$ cat src/rtl/io_handshake_ctrl_pkg.sv
// Shared processor-control definitions used by the I/O handshake sequencer.
package io_handshake_ctrl_pkg;

    localparam logic [5:0] OP_IN  = 6'b111100;
    localparam logic [5:0] OP_OUT = 6'b111111;

    typedef enum logic [1:0] {
        IDLE    = 2'd0,
        ARMED   = 2'd1,
        PRESSED = 2'd2
    } hs_state_t;

    // True for the two operator-paced I/O opcodes.
    function automatic logic is_io_op(input logic [5:0] opcode);
        return (opcode == OP_IN) || (opcode == OP_OUT);
    endfunction

endpackage

$ cat src/rtl/io_handshake_ctrl_button_debouncer.sv
// Push-button synchroniser and debouncer producing one-cycle rise/fall events.
module button_debouncer #(
    parameter int unsigned DEBOUNCE_CYC = 4
) (
    input  logic clk,
    input  logic rst_n,
    input  logic btn,
    output logic rise,
    output logic fall
);

    localparam int unsigned CNT_W = (DEBOUNCE_CYC > 2) ? $clog2(DEBOUNCE_CYC) : 1;
    localparam logic [CNT_W-1:0] CNT_MAX = CNT_W'(DEBOUNCE_CYC - 1);

    logic             sync1;
    logic             btn_s;
    logic             btn_db;
    logic [CNT_W-1:0] cnt;

    // Two-flop synchroniser for the raw asynchronous button.
    always_ff @(posedge clk or negedge rst_n) begin
        if (!rst_n) begin
            sync1 <= 1'b0;
            btn_s <= 1'b0;
        end else begin
            sync1 <= btn;
            btn_s <= sync1;
        end
    end

    // Accept a new level only after it has differed for DEBOUNCE_CYC cycles;
    // the edge event is registered on the same edge the level flips.
    always_ff @(posedge clk or negedge rst_n) begin
        if (!rst_n) begin
            btn_db <= 1'b0;
            cnt    <= '0;
            rise   <= 1'b0;
            fall   <= 1'b0;
        end else begin
            rise <= 1'b0;
            fall <= 1'b0;
            if (btn_s == btn_db) begin
                cnt <= '0;
            end else if (cnt == CNT_MAX) begin
                btn_db <= btn_s;
                cnt    <= '0;
                rise   <= btn_s;
                fall   <= ~btn_s;
            end else begin
                cnt <= cnt + 1'b1;
            end
        end
    end

endmodule

$ cat src/rtl/io_handshake_ctrl.sv
// I/O handshake sequencer: arms on start, toggles subiu on press and desceu on release.
module io_handshake_ctrl
    import io_handshake_ctrl_pkg::*;
#(
    parameter int unsigned DATA_W       = 32,
    parameter int unsigned DEBOUNCE_CYC = 4
) (
    input  logic              clk,
    input  logic              rst_n,
    input  logic              start,
    input  logic              is_input,
    input  logic              btn,
    input  logic [DATA_W-1:0] sw_data,
    input  logic [DATA_W-1:0] acc_data,
    output logic              subiu,
    output logic              desceu,
    output logic              busy,
    output logic              done,
    output logic [DATA_W-1:0] rd_data,
    output logic [DATA_W-1:0] disp_data
);

    hs_state_t state_q;
    hs_state_t state_d;
    logic      mode;
    logic      rise;
    logic      fall;
    logic      accept_start;
    logic      take_press;
    logic      take_release;

    button_debouncer #(
        .DEBOUNCE_CYC(DEBOUNCE_CYC)
    ) u_debouncer (
        .clk  (clk),
        .rst_n(rst_n),
        .btn  (btn),
        .rise (rise),
        .fall (fall)
    );

    // State register.
    always_ff @(posedge clk or negedge rst_n) begin
        if (!rst_n) begin
            state_q <= IDLE;
        end else begin
            state_q <= state_d;
        end
    end

    // Next-state logic; events outside their own state are dropped here.
    always_comb begin
        state_d      = state_q;
        accept_start = 1'b0;
        take_press   = 1'b0;
        take_release = 1'b0;
        case (state_q)
            IDLE: begin
                if (start) begin
                    accept_start = 1'b1;
                    state_d      = ARMED;
                end
            end
            ARMED: begin
                if (rise) begin
                    take_press = 1'b1;
                    state_d    = PRESSED;
                end
            end
            PRESSED: begin
                if (fall) begin
                    take_release = 1'b1;
                    state_d      = IDLE;
                end
            end
            default: state_d = IDLE;
        endcase
    end

    // Mode, handshake flags, done pulse and held data words.
    always_ff @(posedge clk or negedge rst_n) begin
        if (!rst_n) begin
            mode      <= 1'b0;
            subiu     <= 1'b0;
            desceu    <= 1'b0;
            done      <= 1'b0;
            rd_data   <= '0;
            disp_data <= '0;
        end else begin
            done <= take_release;
            if (accept_start) begin
                mode <= is_input;
                if (!is_input) begin
                    disp_data <= acc_data;
                end
            end
            if (take_press) begin
                subiu <= ~subiu;
                if (mode) begin
                    rd_data <= sw_data;
                end
            end
            if (take_release) begin
                desceu <= ~desceu;
            end
        end
    end

    assign busy = (state_q == ARMED) || (state_q == PRESSED);

endmodule

$ cat config.mk
export PLATFORM = sky130hd
export DESIGN_NAME = io_handshake_ctrl
export DESIGN_NICKNAME = d
export VERILOG_FILES = /design/src/rtl/io_handshake_ctrl_pkg.sv /design/src/rtl/io_handshake_ctrl_button_debouncer.sv /design/src/rtl/io_handshake_ctrl.sv
export SDC_FILE = /design/constraint.sdc
export NUM_CORES = 1
export LEC_CHECK = 0
export CAP_MARGIN = 20
export CORE_AREA = 8 8 95 97
export DETAILED_ROUTE_END_ITERATION = 16
export DIE_AREA = 0 0 103 105
export PLACE_DENSITY_LB_ADDON = 0.2
export SYNTH_ARGS = -nofsm -noshare
export SYNTH_HDL_FRONTEND = slang
export SYNTH_SLANG_ARGS = --single-unit
$ cat constraint.sdc
create_clock -name clk -period 2.3 [get_ports clk]
set_input_delay 0.23 -clock clk [delete_from_list [all_inputs] [get_ports clk]]
set_output_delay 0.23 -clock clk [all_outputs]
set_load 0.02 [all_outputs]
==> results by group <==
Run status
  – Status: finished, final reports clean

Timing
  – Setup TNS: 0 ns
  – RSZ-0062 raised after global routing: no
  – Post-Route Skew: between 0.004 and 0.005 ns
  – Hold Vio Cnt, Final: 0
  – Slew Limit Headroom: ~67%
  – Final setup fails: 0
  – Final Slew Violations: 0
  – Fin crit period: roughly 1.9 ns
  – Hold WS: 0.3369 ns
  – Fmax: about 510 MHz
  – Slew @ Worst Pin: 0.4909 ns
  – Setup WS post-layout: around 0.35 ns
  – Crit share post-route: between 80% and 90%

Synthesis
  – Syn Area/Cell: 17.47 µm²
  – Adder-cell share of the synthesized area: around 2.4%
  – Top post-synthesis cells by area: dfrtp_1 63%, mux2_4 15%, mux2_2 14%, ha_1 2.4%, buf_12 2.0%
  – Post-synthesis simple-gate area fraction: under 10%
  – Largest family of logic cells by synthesized area: multiplexers
  – Synth Area in XOR/XNOR: less than 1%
  – Cell Area, Synth: about 3100 µm²
  – Post-synth top area cell: dfrtp_1
  – Unique masters post-synth: 18
  – Synth warn: 0
  – Mux contribution to synthesized area: between 20% and 30%
  – Syn nets: ~250
  – Post-synthesis sequential area ratio: 62.65%
  – Gate Count Post-Synth: ~180
  – Synth Area in Compound Gates: 0.3255%
  – Yosys reg bits: 77
  – Synth top area share: a little over three fifths

Setup path
  – Required time worst endpoint: slightly above 2 ns
  – Setup crit start kind: register
  – Crit Path Class: reg -> out
  – RR Endpoint: disp_data[31]$_DFFE_PN0P_
  – Data arrival, critical path: roughly 1.7 ns
  – Critical R2R Launch: state_q[0]$_DFFE_PN0P_
  – R2r setup slk: 0.43 ns
  – Worst Reg-to-Reg Cells: 6
  – Worst-path maximum fanout: 4
  – Crit end category: output port

Global routing
  – Largest net degree at the start of global routing: 43
  – GR Overflow Total: 0
  – Grt met1 use: about 15%
  – Met3 Use GR: 6.038%
  – Gr busiest metal: met2
  – Met2 Usage GRT: 23.11%
  – Initial antenna violation count: 0
  – First-pass GRT wire length: 11660 µm
  – Vias in the first global route: approximately 2200
  – Tot GR Track Use: approximately 14%

Floorplanning
  – Die Y: between 100 and 150 µm
  – Die Area: ~11000 µm²
  – Die width: 103 µm
  – Placement Rows: 32
  – Core Footprint: approximately 7500 µm²
  – # IOs: 137
  – Initial Util: 40.86%

Route
  – Via density: between 4 and 5
  – Wire per inst: roughly 17 µm
  – Initial DRC count: 63
  – Routed wire length: ~7400 µm
  – Final ANT Viol Nets: 0
  – Pre-Repair DR Iteration Count: 4
  – DRC viols: 0
  – Via Count: approximately 2000

CTS
  – Post-cts sizing count: 0
  – CTS buffer count: 9
  – Clock slew at reported path FFs: ~0.08 ns
  – Post-CTS Hold Fix Bufs: 1
  – Number of setup buffers added after CTS: 0
  – H-tree depth: 3
  – Clock tree buffer depth: 2
  – Root Buffer: clkbuf_8
  – Clk Latency, worst-skew pair: 0.33 ns
  – CTS tree: yes
  – # clock sinks: 77

Placed design
  – Place WS: approximately 0.44 ns
  – PortBufs: approximately 140
  – Post-detail-place hpwl: 5659 µm
  – Area after DPL: between 4000 and 5000 µm²
  – Placed insts: between 400 and 500
  – Gpl congestion: ~0.72

Flow run
  – Max cap viols: 0

Cells and area
  – FILL cells: between 600 and 700
  – Fin area: roughly 4800 µm²
  – Commonest non-fill, non-tap cells in the layout: 135 x clkdlybuf4s50_1, 77 x dfrtp_1, 38 x mux2_2
  – Area delta synth->final: 54.56%
  – Non-Filler Instances: 428
  – Antenna cells: 0
  – Total Nets Final: roughly 400
  – Most common cell after layout, fill and taps aside: clkdlybuf4s50_1
  – Fin util: 63.15%
  – Share of cells above drive strength 1: 27.30%

Worst hold path
  – Min-Delay Path Class: in -> reg
  – HP Start: btn
  – Min-Delay Path Depth: 1
  – Hold endpoint: u_debouncer.sync1$_DFF_PN0_

Power and ir drop
  – Total power density per cell area: between 1000 and 1500 nW/µm²
  – Worst vdd ir: 0.7919 mV
  – Static leakage: roughly 2.1 nW
  – Power Total: between 6 and 7 mW
worst max-delay path by stage:
| stage | from | end | slack, ns | cells after the start |
|---|---|---|---|---|
| 2_1_floorplan | state_q[0]$_DFFE_PN0P_ | disp_data[0]$_DFFE_PN0P_ | 0.70 | 7 |
| 3_3_place_gp | start | disp_data[1]$_DFFE_PN0P_ | 0.46 | 5 |
| 3_5_place_dp | start | disp_data[8]$_DFFE_PN0P_ | 0.44 | 5 |
| 4_1_cts | state_q[0]$_DFFE_PN0P_ | busy | 0.33 | 3 |
| 5_1_grt | state_q[0]$_DFFE_PN0P_ | busy | 0.27 | 3 |
| 6_report | state_q[0]$_DFFE_PN0P_ | busy | 0.35 | 3 |
kinds of logic after synthesis:
kind of cell | Yosys count
multiplexers | 68
XOR/XNOR | 3
adder cells (fa/ha/maj) | 6
flip-flops | 77
AND/OR/NAND/NOR | 9
AO/OA/AOI/OAI | 1
buffers and inverters | 12
area by class of cell:
type / count / area, µm² / share of cell area [%]
flip-flops and latches: 77 / 1927 / 40.54
clock inverters: 5 / 58.81 / 1.237
well taps: 102 / 127.6 / 2.685
multi-input cells: 87 / 1044 / 21.95
clock buffers: 11 / 141.4 / 2.974
inverters: 5 / 18.77 / 0.3948
repair buffers: 141 / 1436 / 30.22
sequential cells by signal, summed over array words and instances (netlist names), 2 cells and up:
| signal | flops |
|---|---|
| disp_data | 32 |
| rd_data | 32 |
| state_q | 2 |
| u_debouncer.cnt | 2 |
cells in the mapped netlist, drive strengths merged:
cell,number
dfrtp,77
mux2,68
buf,7
ha,6
inv,5
and3b,2
nand2,2
xnor2,2
a222oi,1
and2,1
nand3,1
nor2b,1
nor3,1
or2,1
xor2,1
where the power goes:
part	leakage (nW)	internal [mW]	switching [mW]
Sequential	0.919	1.95	0.325
Combinational	1.11	1.74	1.32
Clock	0.0959	0.534	0.484
Total	2.13	4.23	2.13
worst max-delay path: stages, from the launching register on:
cell and delay (ns):
dfrtp_1 0.40, inv_1 0.10, ha_1 0.28, clkdlybuf4s50_1 0.60
layer usage:
| metal | wire [µm] | vias up | share of wire, % |
|---|---|---|---|
| li1 | - | 899 | - |
| met1 | 2885 | 988 | 39 |
| met2 | 3550 | 88 | 48 |
| met3 | 833 | 9 | 11 |
| met4 | 106 | 0 | 1.4 |
| met5 | 0 | - | 0 |
Note: power is estimated with default switching activity, not from simulation.
